### config.mk
export PLATFORM = sky130hd
export DESIGN_NAME = framegen_bpp
export DESIGN_NICKNAME = d
export VERILOG_FILES = /design/src/rtl/framegen_bpp.sv
export SDC_FILE = /design/constraint.sdc
export NUM_CORES = 1
export LEC_CHECK = 0
export CORE_AREA = 5 5 57 59
export DETAILED_ROUTE_END_ITERATION = 10
export DIE_AREA = 0 0 62 64
export HOLD_SLACK_MARGIN = 0.05
export PLACE_DENSITY = 0.8
export SLEW_MARGIN = 20
export SYNTH_ARGS = -nofsm -noshare
export SYNTH_HDL_FRONTEND = slang
export SYNTH_SLANG_ARGS = --single-unit
### constraint.sdc
create_clock -name clk7 -period 4.17 [get_ports clk7]
set_clock_uncertainty 0.1 [all_clocks]
set_input_delay 0.6255 -clock clk7 [delete_from_list [all_inputs] [get_ports clk7]]
set_output_delay 0.6255 -clock clk7 [all_outputs]
set_load 0.05 [all_outputs]
### src/rtl/framegen_bpp.sv
// framegen_bpp
// Scans a byte-wide framebuffer in step with the external hc/vc sync
// counters. It emits 1, 2, 4 or 8 bits per pixel inside a configurable
// active window, and the border colour everywhere else. Lines can
// optionally be shown twice (vertical doubling).
//
// Ports
//   clk7          pixel clock
//   rst           synchronous reset, active-high
//   hc, vc        horizontal / vertical position counters (9 bit)
//   ram_addr      registered framebuffer read address
//   din           framebuffer data, mem[ram_addr] one cycle after the address
//   border_color  value shown outside the active window
//   pixel_out     registered pixel, two cycles behind hc/vc
//   active_out    registered flag: pixel_out carries framebuffer data
module framegen_bpp #(
   parameter int unsigned BPP       = 1,
   parameter int unsigned HSTART    = 0,
   parameter int unsigned HACTIVE   = 384,
   parameter int unsigned VSTART    = 0,
   parameter int unsigned VACTIVE   = 288,
   parameter int unsigned VDOUBLE   = 0,
   parameter int unsigned ADDR_W    = 14,
   parameter int unsigned BASE_ADDR = 0
) (
   input  logic              clk7,
   input  logic              rst,
   input  logic [8:0]        hc,
   input  logic [8:0]        vc,
   output logic [ADDR_W-1:0] ram_addr,
   input  logic [7:0]        din,
   input  logic [BPP-1:0]    border_color,
   output logic [BPP-1:0]    pixel_out,
   output logic              active_out
);

   localparam int unsigned       PPB      = 8 / BPP;
   localparam logic [9:0]        H_BEGIN  = 10'(HSTART);
   localparam logic [9:0]        H_LEN    = 10'(HACTIVE);
   localparam logic [9:0]        V_BEGIN  = 10'(VSTART);
   localparam logic [9:0]        V_LEN    = 10'(VACTIVE);
   localparam logic [9:0]        PPB_MASK = 10'(PPB - 1);
   localparam logic [ADDR_W-1:0] BASE     = ADDR_W'(BASE_ADDR);

   logic [9:0]        hOff;
   logic [9:0]        vOff;
   logic              inLine;
   logic              pixActive;
   logic              fetch;
   logic              lineEnd;
   logic              firstCopy;

   logic [ADDR_W-1:0] ramAddr_q, ramAddr_d;
   logic [ADDR_W-1:0] lineBase_q, lineBase_d;
   logic [7:0]        shift_q, shift_d;
   logic [BPP-1:0]    pixel_q, pixel_d;
   logic              active_q, active_d;
   logic              act1_q, act1_d;
   logic              load1_q, load1_d;

   // Position decode. Offsets are taken relative to the window start in
   // 10 bits so a counter below the start wraps to a large value and a
   // single "offset < length" compare covers both window edges.
   always_comb begin
      hOff      = {1'b0, hc} - H_BEGIN;
      vOff      = {1'b0, vc} - V_BEGIN;
      inLine    = (vOff < V_LEN);
      pixActive = inLine && (hOff < H_LEN);
      fetch     = pixActive && ((hOff & PPB_MASK) == 10'd0);
      lineEnd   = inLine && (hOff == H_LEN);
      firstCopy = (vOff[0] == 1'b0);
   end

   // Address generation. Outside the active lines the address parks at
   // the frame base. At the end of a line either the next line's start is
   // remembered, or (first copy of a doubled line) the address rewinds so
   // the same source bytes are fetched again. Otherwise each fetch cycle
   // steps to the next byte, wrapping naturally at the address width.
   always_comb begin
      ramAddr_d  = ramAddr_q;
      lineBase_d = lineBase_q;
      if (!inLine) begin
         ramAddr_d  = BASE;
         lineBase_d = BASE;
      end else if (lineEnd) begin
         if ((VDOUBLE != 0) && firstCopy) begin
            ramAddr_d = lineBase_q;
         end else begin
            lineBase_d = ramAddr_q;
         end
      end else if (fetch) begin
         ramAddr_d = ramAddr_q + 1'b1;
      end
   end

   // Pixel pipeline. The active and fetch flags are delayed one cycle to
   // line up with din. On a fetch the first pixel comes straight from din
   // and the rest of the byte goes into the shifter. Other active cycles
   // drain the shifter MSB-first. Because the window flag travels down the
   // same pipeline, no leftover shifter bits appear at the window edges.
   always_comb begin
      act1_d   = pixActive;
      load1_d  = fetch;
      active_d = act1_q;
      shift_d  = shift_q;
      pixel_d  = border_color;
      if (act1_q) begin
         if (load1_q) begin
            pixel_d = din[7 -: BPP];
            shift_d = din << BPP;
         end else begin
            pixel_d = shift_q[7 -: BPP];
            shift_d = shift_q << BPP;
         end
      end
   end

   // State registers with synchronous reset. Reset drops the pipeline
   // flags as well, so no half-loaded byte is shown as active afterwards.
   always_ff @(posedge clk7) begin
      if (rst) begin
         ramAddr_q  <= BASE;
         lineBase_q <= BASE;
         shift_q    <= 8'd0;
         pixel_q    <= '0;
         active_q   <= 1'b0;
         act1_q     <= 1'b0;
         load1_q    <= 1'b0;
      end else begin
         ramAddr_q  <= ramAddr_d;
         lineBase_q <= lineBase_d;
         shift_q    <= shift_d;
         pixel_q    <= pixel_d;
         active_q   <= active_d;
         act1_q     <= act1_d;
         load1_q    <= load1_d;
      end
   end

   assign ram_addr   = ramAddr_q;
   assign pixel_out  = pixel_q;
   assign active_out = active_q;

endmodule
==> flow_summary.toml, run 1 <==
[route]
routedWlPerCell_um = 13.8
drt-initial-drc-count = 57
topRoutingLayerUsed = "met4"
wl_met3_um = 198
ant_nets = 0
drt-total-wl_mm = 2.64
wl_met2_mm = 1.30
viasPerCell = 5.50
drc_errors = 0
dr.pass1.iters = 4
vias = 1056
wl_met1_mm = 1.14

[synthesis]
yosys-top-cells-count = "dfxtp_1, nor2_1, a21oi_1"
synth_edf_count = 0
ys_seq_elements = 25
synth_flop_cell = "dfxtp_1"
synth_top_area_share_pct = 43.0
yosysMostFrequentCell = "dfxtp_1"
yosys.cell_types.count = 33
ys_seq_area_share_pct = 43.0
synth_warnings = 0
avgSynthCellArea_sq_um = 9.31
synth_cells = 125
async_reset_ff_share_pct = 0
synth.area.top_cells = "dfxtp_1, mux2i_1, a21oi_1, a211oi_1, nor2_1"
synth_nets = 155
yosysTopAreaCell = "dfxtp_1"
syn-cell-area_sq_um = 1160

[pwr]
switching_share_pct = 22.9
power_density_nw_per_um2 = 256
p_leak_nw = 0.478
peakVddDrop_mv = 0.161
power.switching_w = 0.0000929
p_int_w = 0.000313
pwr-share-comb_pct = 13.2
seqPwrFrac_pct = 61.7
pwr-share-clk_pct = 25.0

[cells_and_area]
syn_to_final_growth_pct = 36.2
layout.nets = 192
drive_gt1_share_pct = 6.83
design_area_sq_um = 1590
n_fill_cell = 242
diodes = 0

[timing]
slew_headroom_pct = 61.8
slew_violations = 0
fmax_ghz = 0.392
setup_viol = 0
fin_crit_sh_pct = 61.1
min_period_ps = 2550
hold_viol = 0
setup_tns_ps = 0
rsz0062_at_grt = "no"
tightest_slew_ps = 573

[global_route]
overflow = 0
grtUsageTotal_pct = 14.3
antenna_found_initial = 0
grt_max_degree = 18
grt_pass1_vias = 1099
grt_pass1_wl_mm = 4.56

[floorplan]
row_count = 19
dieArea_sq_um = 3970
start_util_pct = 43.7
core_sq_um = 2660
fp.dieH_um = 64
ios = 45
die_x_um = 62

[clock_tree]
cts_resized = 0
tritoncts = "built"
path_clk_slew_ps = 120
postCtsHoldBufs = 0
root_buffer = "clkbuf_4"
insertion_delay_ps = 300
cts_inserted_buffers = 3
cts.sink_count = 25
post_cts.repair.setup_buffers = 0
clk_path_buf_depth = 2
htree_levels = 1

[critical_path]
required_ps = 4300
cpMaxStageDelayCell = "or4_1"
path_cells = "clkdlybuf4s50_1 -> a2111oi_4 -> nand4_2 -> or4_1 -> a21oi_1"
cp_max_fo = 11
cp-start-kind = "input pin"
cp.arrival_ps = 2680
cpPeakStageDelay_ps = 550
worstSetupPathType = "in -> reg"
cp-end-kind = "register"

[place]
numPortBuffers = 39
postPlaceCellArea_sq_um = 1560
hpwlAfterDp_mm = 2.01
place_congestion = 0.736

[status]
status = "finished clean"

[job]
maxCapViolCount = 0

[min_path]
min_path_type = "reg -> reg"
final cells by class:
class | count | area (sq um) | area share (%)
multi-input combinational | 89 | 614 | 38.8
tap | 31 | 38.8 | 2.45
clock buffer | 4 | 26.3 | 1.66
sequential | 25 | 500 | 31.6
timing repair buffer | 39 | 390 | 24.6
inverter | 4 | 15.0 | 0.947
metrics by stage:
| stage | setup slack, ps | utilization (%) | hold slack [ps] | power (W) | cells |
|---|---|---|---|---|---|
| after CTS | 1620 | 59.5 | 381 | 0.000409 | 192 |
| final | 1620 | 59.5 | 380 | 0.000406 | 192 |
| after detailed placement | 1330 | 58.6 | 362 | 0.000310 | 188 |
| after floorplan | 2000 | - | 345 | 0.000279 | 125 |
| after global routing | 1490 | 59.5 | 409 | 0.000427 | 192 |
| after global placement | 1370 | 58.6 | 355 | 0.000308 | 188 |
routing by layer:
metal	up-vias	track usage [%]
li1	537	-
met1	482	18.0
met2	35	24.0
met3	2	2.41
met4	0	4.77
met5	-	0
state kept, by name, indices dropped and copies added (netlist names):
| signal | flops |
|---|---|
| act1_q | 1 |
| active_out | 1 |
| load1_q | 1 |
| pixel_out | 1 |
| ram_addr | 14 |
| shift_q | 7 |
path summary, 6_finish.rpt:
check             cells past startpoint                   endpoint  slack [ps]                     start
setup / recovery                      5  ram_addr[11]$_SDFFE_PP0P_        1620                     hc[8]
hold / removal                        2    shift_q[1]$_SDFFE_PP0P_         380   shift_q[1]$_SDFFE_PP0P_
setup reg to reg                      4  ram_addr[11]$_SDFFE_PP0P_        2300  ram_addr[4]$_SDFFE_PP0P_
hold reg to reg                       2    shift_q[1]$_SDFFE_PP0P_         380   shift_q[1]$_SDFFE_PP0P_
power groups by stage:
stage	combinational (W)	clock [W]	sequential, W
2_1_floorplan	0.0000210	0	0.000258
3_3_place_gp	0.0000527	0	0.000256
3_5_place_dp	0.0000539	0	0.000256
4_1_cts	0.0000544	0.000105	0.000250
5_1_grt	0.0000580	0.000117	0.000252
6_report	0.0000536	0.000102	0.000250
cells by family (layout without fill, tap and decap cells):
logic type	count (synthesis)	count (layout)	share of synthesized area [%]
muxes	7	7	6.02
xor gates and xnor gates	3	3	2.26
AOI/OAI and AO/OA	34	34	22.0
adders and majority gates	1	1	1.08
DFF	25	25	43.0
and+or+nand+nor	44	44	21.4
buffers and inverters	11	47	4.19
worst max-delay path: cells and delay by family:
kind / cells / cell delay (ps)
AOI/OAI and AO/OA: 2 / 700
and+or+nand+nor: 2 / 890
buffers and inverters: 1 / 460
layout by cell type (no fill, tap or decap), types with 5 or more instances in the layout:
cell type        count
clkdlybuf4s50_1     39
dfxtp_1             25
nor2_1              12
a21oi_1             11
mux2i_1              7
a211oi_1             7
nand2_1              5
No activity file was read; power rests on OpenSTA's default activity.
==> run 2, diff against run 1 <==
- CORE_AREA: 5 5 57 59 -> 5 5 62 64
- DIE_AREA: 0 0 62 64 -> 0 0 67 69
- PLACE_DENSITY: 0.8 -> 0.71
- clock period: 4.17 -> 2.05 ns (I/O delays scaled with it)
==> run 2 against run 1 <==
Compared with the run above: sequential share of layout area shrank 0.94 points; first-iteration DRC count grew 16%; non-clock buffer count grew 5; setup slack lost 1600 ps; hold slack gained 12 ps; design area grew 4.1%; power grew 110%; routed wire length grew 7.4%; cell count grew 10%; via count grew 2.4%; utilization shrank 8.5 points.
==> flow_summary.toml, run 2 (synthesis results as in run 1) <==
[cells_and_area]
largest_reg_flops = 14
final_util_pct = 51.1
layout.nets = 197
diodes = 0
n_fill_cell = 311
syn_to_final_growth_pct = 41.8
final_cell_mix = "clkdlybuf4s50_1, dfxtp_1, nor2_1"
layout_commonest_cell = "clkdlybuf4s50_1"
drive_gt1_share_pct = 13.3

[critical_path]
r2r_cells = 4
cp.arrival_ps = 1580
cp-start-kind = "register"
path_depth = 1
path_cells = "clkdlybuf4s50_1"
cp_max_fo = 5
required_ps = 1640
path_delay_family = "buffers and inverters"
worstSetupPathType = "reg -> out"
path_buf_inv = 1
cp-end-kind = "primary output"
cpMaxStageDelayCell = "clkdlybuf4s50_1"
cpPeakStageDelay_ps = 830

[timing]
slew_headroom_pct = 65.1
hold_viol = 0
slew_violations = 0
min_period_ps = 1990
fmax_ghz = 0.503
fin_crit_sh_pct = 97.1
tightest_slew_ps = 521
setup_viol = 0
setup_tns_ps = 0
rsz0062_at_grt = "no"

[clock_tree]
insertion_delay_ps = 310
cts.sink_count = 25
root_buffer = "clkbuf_4"
path_clk_slew_ps = 140
postCtsHoldBufs = 0
cts_inserted_buffers = 3
htree_levels = 1
tritoncts = "built"
clk_path_buf_depth = 2

[global_route]
grt_pass1_wl_mm = 4.72
antenna_found_initial = 0
grt_pass1_vias = 1105
grtUsageTotal_pct = 12.6
overflow = 0
grt_max_degree = 18

[route]
routedWlPerCell_um = 13.4
drt-total-wl_mm = 2.84
dr.pass1.iters = 4
vias = 1081
drt-initial-drc-count = 66
drc_errors = 0
ant_nets = 0
viasPerCell = 5.10

[place]
hpwlAfterDp_mm = 2.19
place_congestion = 0.773
numPortBuffers = 39

[pwr]
p_leak_nw = 0.546
power_density_nw_per_um2 = 508
peakVddDrop_mv = 0.233

[floorplan]
die_x_um = 67
fp.dieH_um = 69
row_count = 21
dieArea_sq_um = 4620
core_sq_um = 3230
start_util_pct = 36.0
ios = 45

[min_path]
hold_path_depth = 2
min_path_type = "reg -> reg"

[status]
status = "finished clean"

[job]
maxCapViolCount = 0
==> run 2: worst paths after layout <==
path	from	slack (ps)	end
max	ram_addr[10]$_SDFFE_PP0P_	60	ram_addr[10]
min reg2reg	shift_q[1]$_SDFFE_PP0P_	390	shift_q[1]$_SDFFE_PP0P_
max reg2reg	ram_addr[4]$_SDFFE_PP0P_	270	ram_addr[13]$_SDFFE_PP0P_
min	shift_q[1]$_SDFFE_PP0P_	390	shift_q[1]$_SDFFE_PP0P_
==> run 2: final cells by class <==
type / instances / area [sq um] / share of cell area (%)
Clock buffer: 3 / 22.5 / 1.36
Clock inverter: 1 / 5.00 / 0.303
Inverter: 4 / 15.0 / 0.910
Multi-Input combinational cell: 89 / 614 / 37.2
Sequential cell: 25 / 505 / 30.6
Tap cell: 46 / 57.6 / 3.49
Timing Repair Buffer: 44 / 430 / 26.1
==> run 2: through the flow <==
step                hold WS, ps  setup WS (ps)  instances  power, W  instance area (sq um)
floorplan                   345           66.2        125  0.000567                   1170
global placement            355           -197        208  0.000632                   1620
detailed placement          373           -272        208  0.000634                   1620
CTS                         392           24.0        212  0.000847                   1650
global route                410           3.11        212  0.000871                   1650
finish                      392           60.1        212  0.000839                   1650
==> run 2: tightest hold or removal path, cell delays in order, from the launching register on <==
cell and delay (ps):
dfxtp_1 340, nand2b_1 70, a21oi_1 60
==> run 2: report_power, final <==
group          switching [W]  leakage [nW]  total (W)  internal, W
Clock               0.000143        0.0177   0.000216    0.0000729
Combinational      0.0000477         0.323   0.000113    0.0000655
Sequential         0.0000110         0.205   0.000509     0.000498
Total               0.000202         0.546   0.000839     0.000637
==> run 2: timing repair <==
item / CTS / global route
setup endpoints to repair: 0 / 2
endpoints found under the hold margin: 0 / 0
gates resized for setup: 0 / 2
setup buffers: 0 / 0
==> run 2: metal layers <==
metal / vias to the layer above / GRT usage (%) / share of wire [%]
met5: - / 0 / 0
met4: 0 / 4.28 / 0.67
li1: 542 / - / -
met1: 505 / 14.1 / 43
met3: 2 / 3.73 / 7.4
met2: 32 / 22.1 / 49
==> run 3, diff against run 2 <==
- RECOVER_POWER: not set -> 50
==> run 3 against run 2 <==
Compared with the run above: utilization is 0.77 points lower; clock power hardly changed; combinational power hardly changed; sequential share of layout area is 0.47 points higher; routed wire length is 0.18% lower; non-clock buffer count stayed put; register-to-register slack hardly changed; flip-flop and latch count stayed put; die area stayed put; sequential power hardly changed; setup slack worse by 1.2 ps; critical path type unchanged.
==> flow_summary.toml, run 3 (synthesis results as in run 1) <==
[status]
status = "finished clean"

[critical_path]
cp_max_fo = 5
path_cells = "clkdlybuf4s50_1"
cp-end-kind = "primary output"
cpMaxStageDelayCell = "clkdlybuf4s50_1"
cp-start-kind = "register"
required_ps = 1640
path_delay_family = "buffers and inverters"
reg2reg_setup_slack_ps = 260
cp.arrival_ps = 1580
r2r_cells = 4
worstReg2RegEnd = "ram_addr[13]$_SDFFE_PP0P_"
r2r_start = "ram_addr[4]$_SDFFE_PP0P_"
worstSetupPathType = "reg -> out"
cpPeakStageDelay_ps = 840
path_buf_inv = 1

[cells_and_area]
largest_reg_flops = 14
regArea_sq_um = 505
final_util_pct = 50.3
syn_to_final_growth_pct = 39.7
n_fill_cell = 319
diodes = 0
drive_gt1_share_pct = 12.0
layout_commonest_cell = "clkdlybuf4s50_1"
multi_input_area_sq_um = 614
layout.nets = 197
final_cell_mix = "clkdlybuf4s50_1, dfxtp_1, nor2_1"
design_area_sq_um = 1630
final_cells = 212

[timing]
tightest_slew_ps = 643
hold_viol = 0
setup_tns_ps = 0
setup_viol = 0
layout_setup_ws_ps = 58.9
fin_crit_sh_pct = 97.1
min_period_ps = 1990
rsz0062_at_grt = "no"
fmax_ghz = 0.502
slew_headroom_pct = 57.1
slew_violations = 0

[pwr]
peakVddDrop_mv = 0.227
p_leak_nw = 0.501
power_density_nw_per_um2 = 515

[place]
postPlaceCellArea_sq_um = 1620
place_congestion = 0.773
dpl_worst_slack_ps = -272
hpwlAfterDp_mm = 2.19
dp_cells = 208
numPortBuffers = 39

[global_route]
grt_pass1_wl_mm = 4.72
antenna_found_initial = 0
grt_max_degree = 18
overflow = 0
grt_pass1_vias = 1105
grtUsageTotal_pct = 12.6

[clock_tree]
insertion_delay_ps = 310
post_cts.repair.setup_buffers = 0
cts_resized = 0
tritoncts = "built"
postCtsHoldBufs = 0
cts.sink_count = 25
clk_path_buf_depth = 2
path_clk_slew_ps = 140
root_buffer = "clkbuf_4"
htree_levels = 1
cts_inserted_buffers = 3

[min_path]
hold_start = "shift_q[1]$_SDFFE_PP0P_"
hold_path_depth = 2
min_path_type = "reg -> reg"
hold_path_end = "shift_q[1]$_SDFFE_PP0P_"

[route]
ant_nets = 0
vias = 1077
drt-initial-drc-count = 65
routedWlPerCell_um = 13.4
dr.pass1.iters = 4
drt-total-wl_mm = 2.83
viasPerCell = 5.08
drc_errors = 0

[job]
maxCapViolCount = 0

[floorplan]
die_x_um = 67
row_count = 21
ios = 45
fp.dieH_um = 69
start_util_pct = 36.0
dieArea_sq_um = 4620
core_sq_um = 3230
run 3: worst max-delay path by stage:
stage                               from                   endpoint  depth (start not counted)  slack (ps)
2_1_floorplan   ram_addr[7]$_SDFFE_PP0P_  ram_addr[10]$_SDFFE_PP0P_                          5          70
3_3_place_gp                       hc[8]  ram_addr[13]$_SDFFE_PP0P_                          5        -200
3_5_place_dp                       hc[8]   ram_addr[5]$_SDFFE_PP0P_                          6        -270
4_1_cts         ram_addr[2]$_SDFFE_PP0P_                ram_addr[2]                          1          20
5_1_grt        ram_addr[10]$_SDFFE_PP0P_               ram_addr[10]                          1           3
6_report       ram_addr[10]$_SDFFE_PP0P_               ram_addr[10]                          1          60
run 3: routing by layer:
layer | routed length (um) | GRT usage (%) | vias up
li1 | - | - | 542
met1 | 1240 | 14.1 | 502
met2 | 1370 | 22.1 | 31
met3 | 200 | 3.73 | 2
met4 | 19 | 4.28 | 0
met5 | 0 | 0 | -
run 3: area by class of cell:
class	instances	area share [%]
Timing Repair Buffer	44	24.9
Multi-Input combinational cell	89	37.8
Tap cell	46	3.54
Inverter	4	0.924
Clock buffer	3	1.39
Clock inverter	1	0.308
Sequential cell	25	31.1
run 3: power by group:
group / total (W) / leakage (nW) / switching, W / internal, W
Combinational: 0.000111 / 0.278 / 0.0000475 / 0.0000636
Sequential: 0.000509 / 0.205 / 0.0000109 / 0.000498
Clock: 0.000216 / 0.0177 / 0.000143 / 0.0000729
run 3: metrics by stage:
| step | power [W] | hold WS, ps |
|---|---|---|
| floorplan | 0.000567 | 345 |
| global placement | 0.000632 | 355 |
| detailed placement | 0.000634 | 373 |
| CTS | 0.000847 | 392 |
| global route | 0.000869 | 410 |
| finish | 0.000837 | 392 |
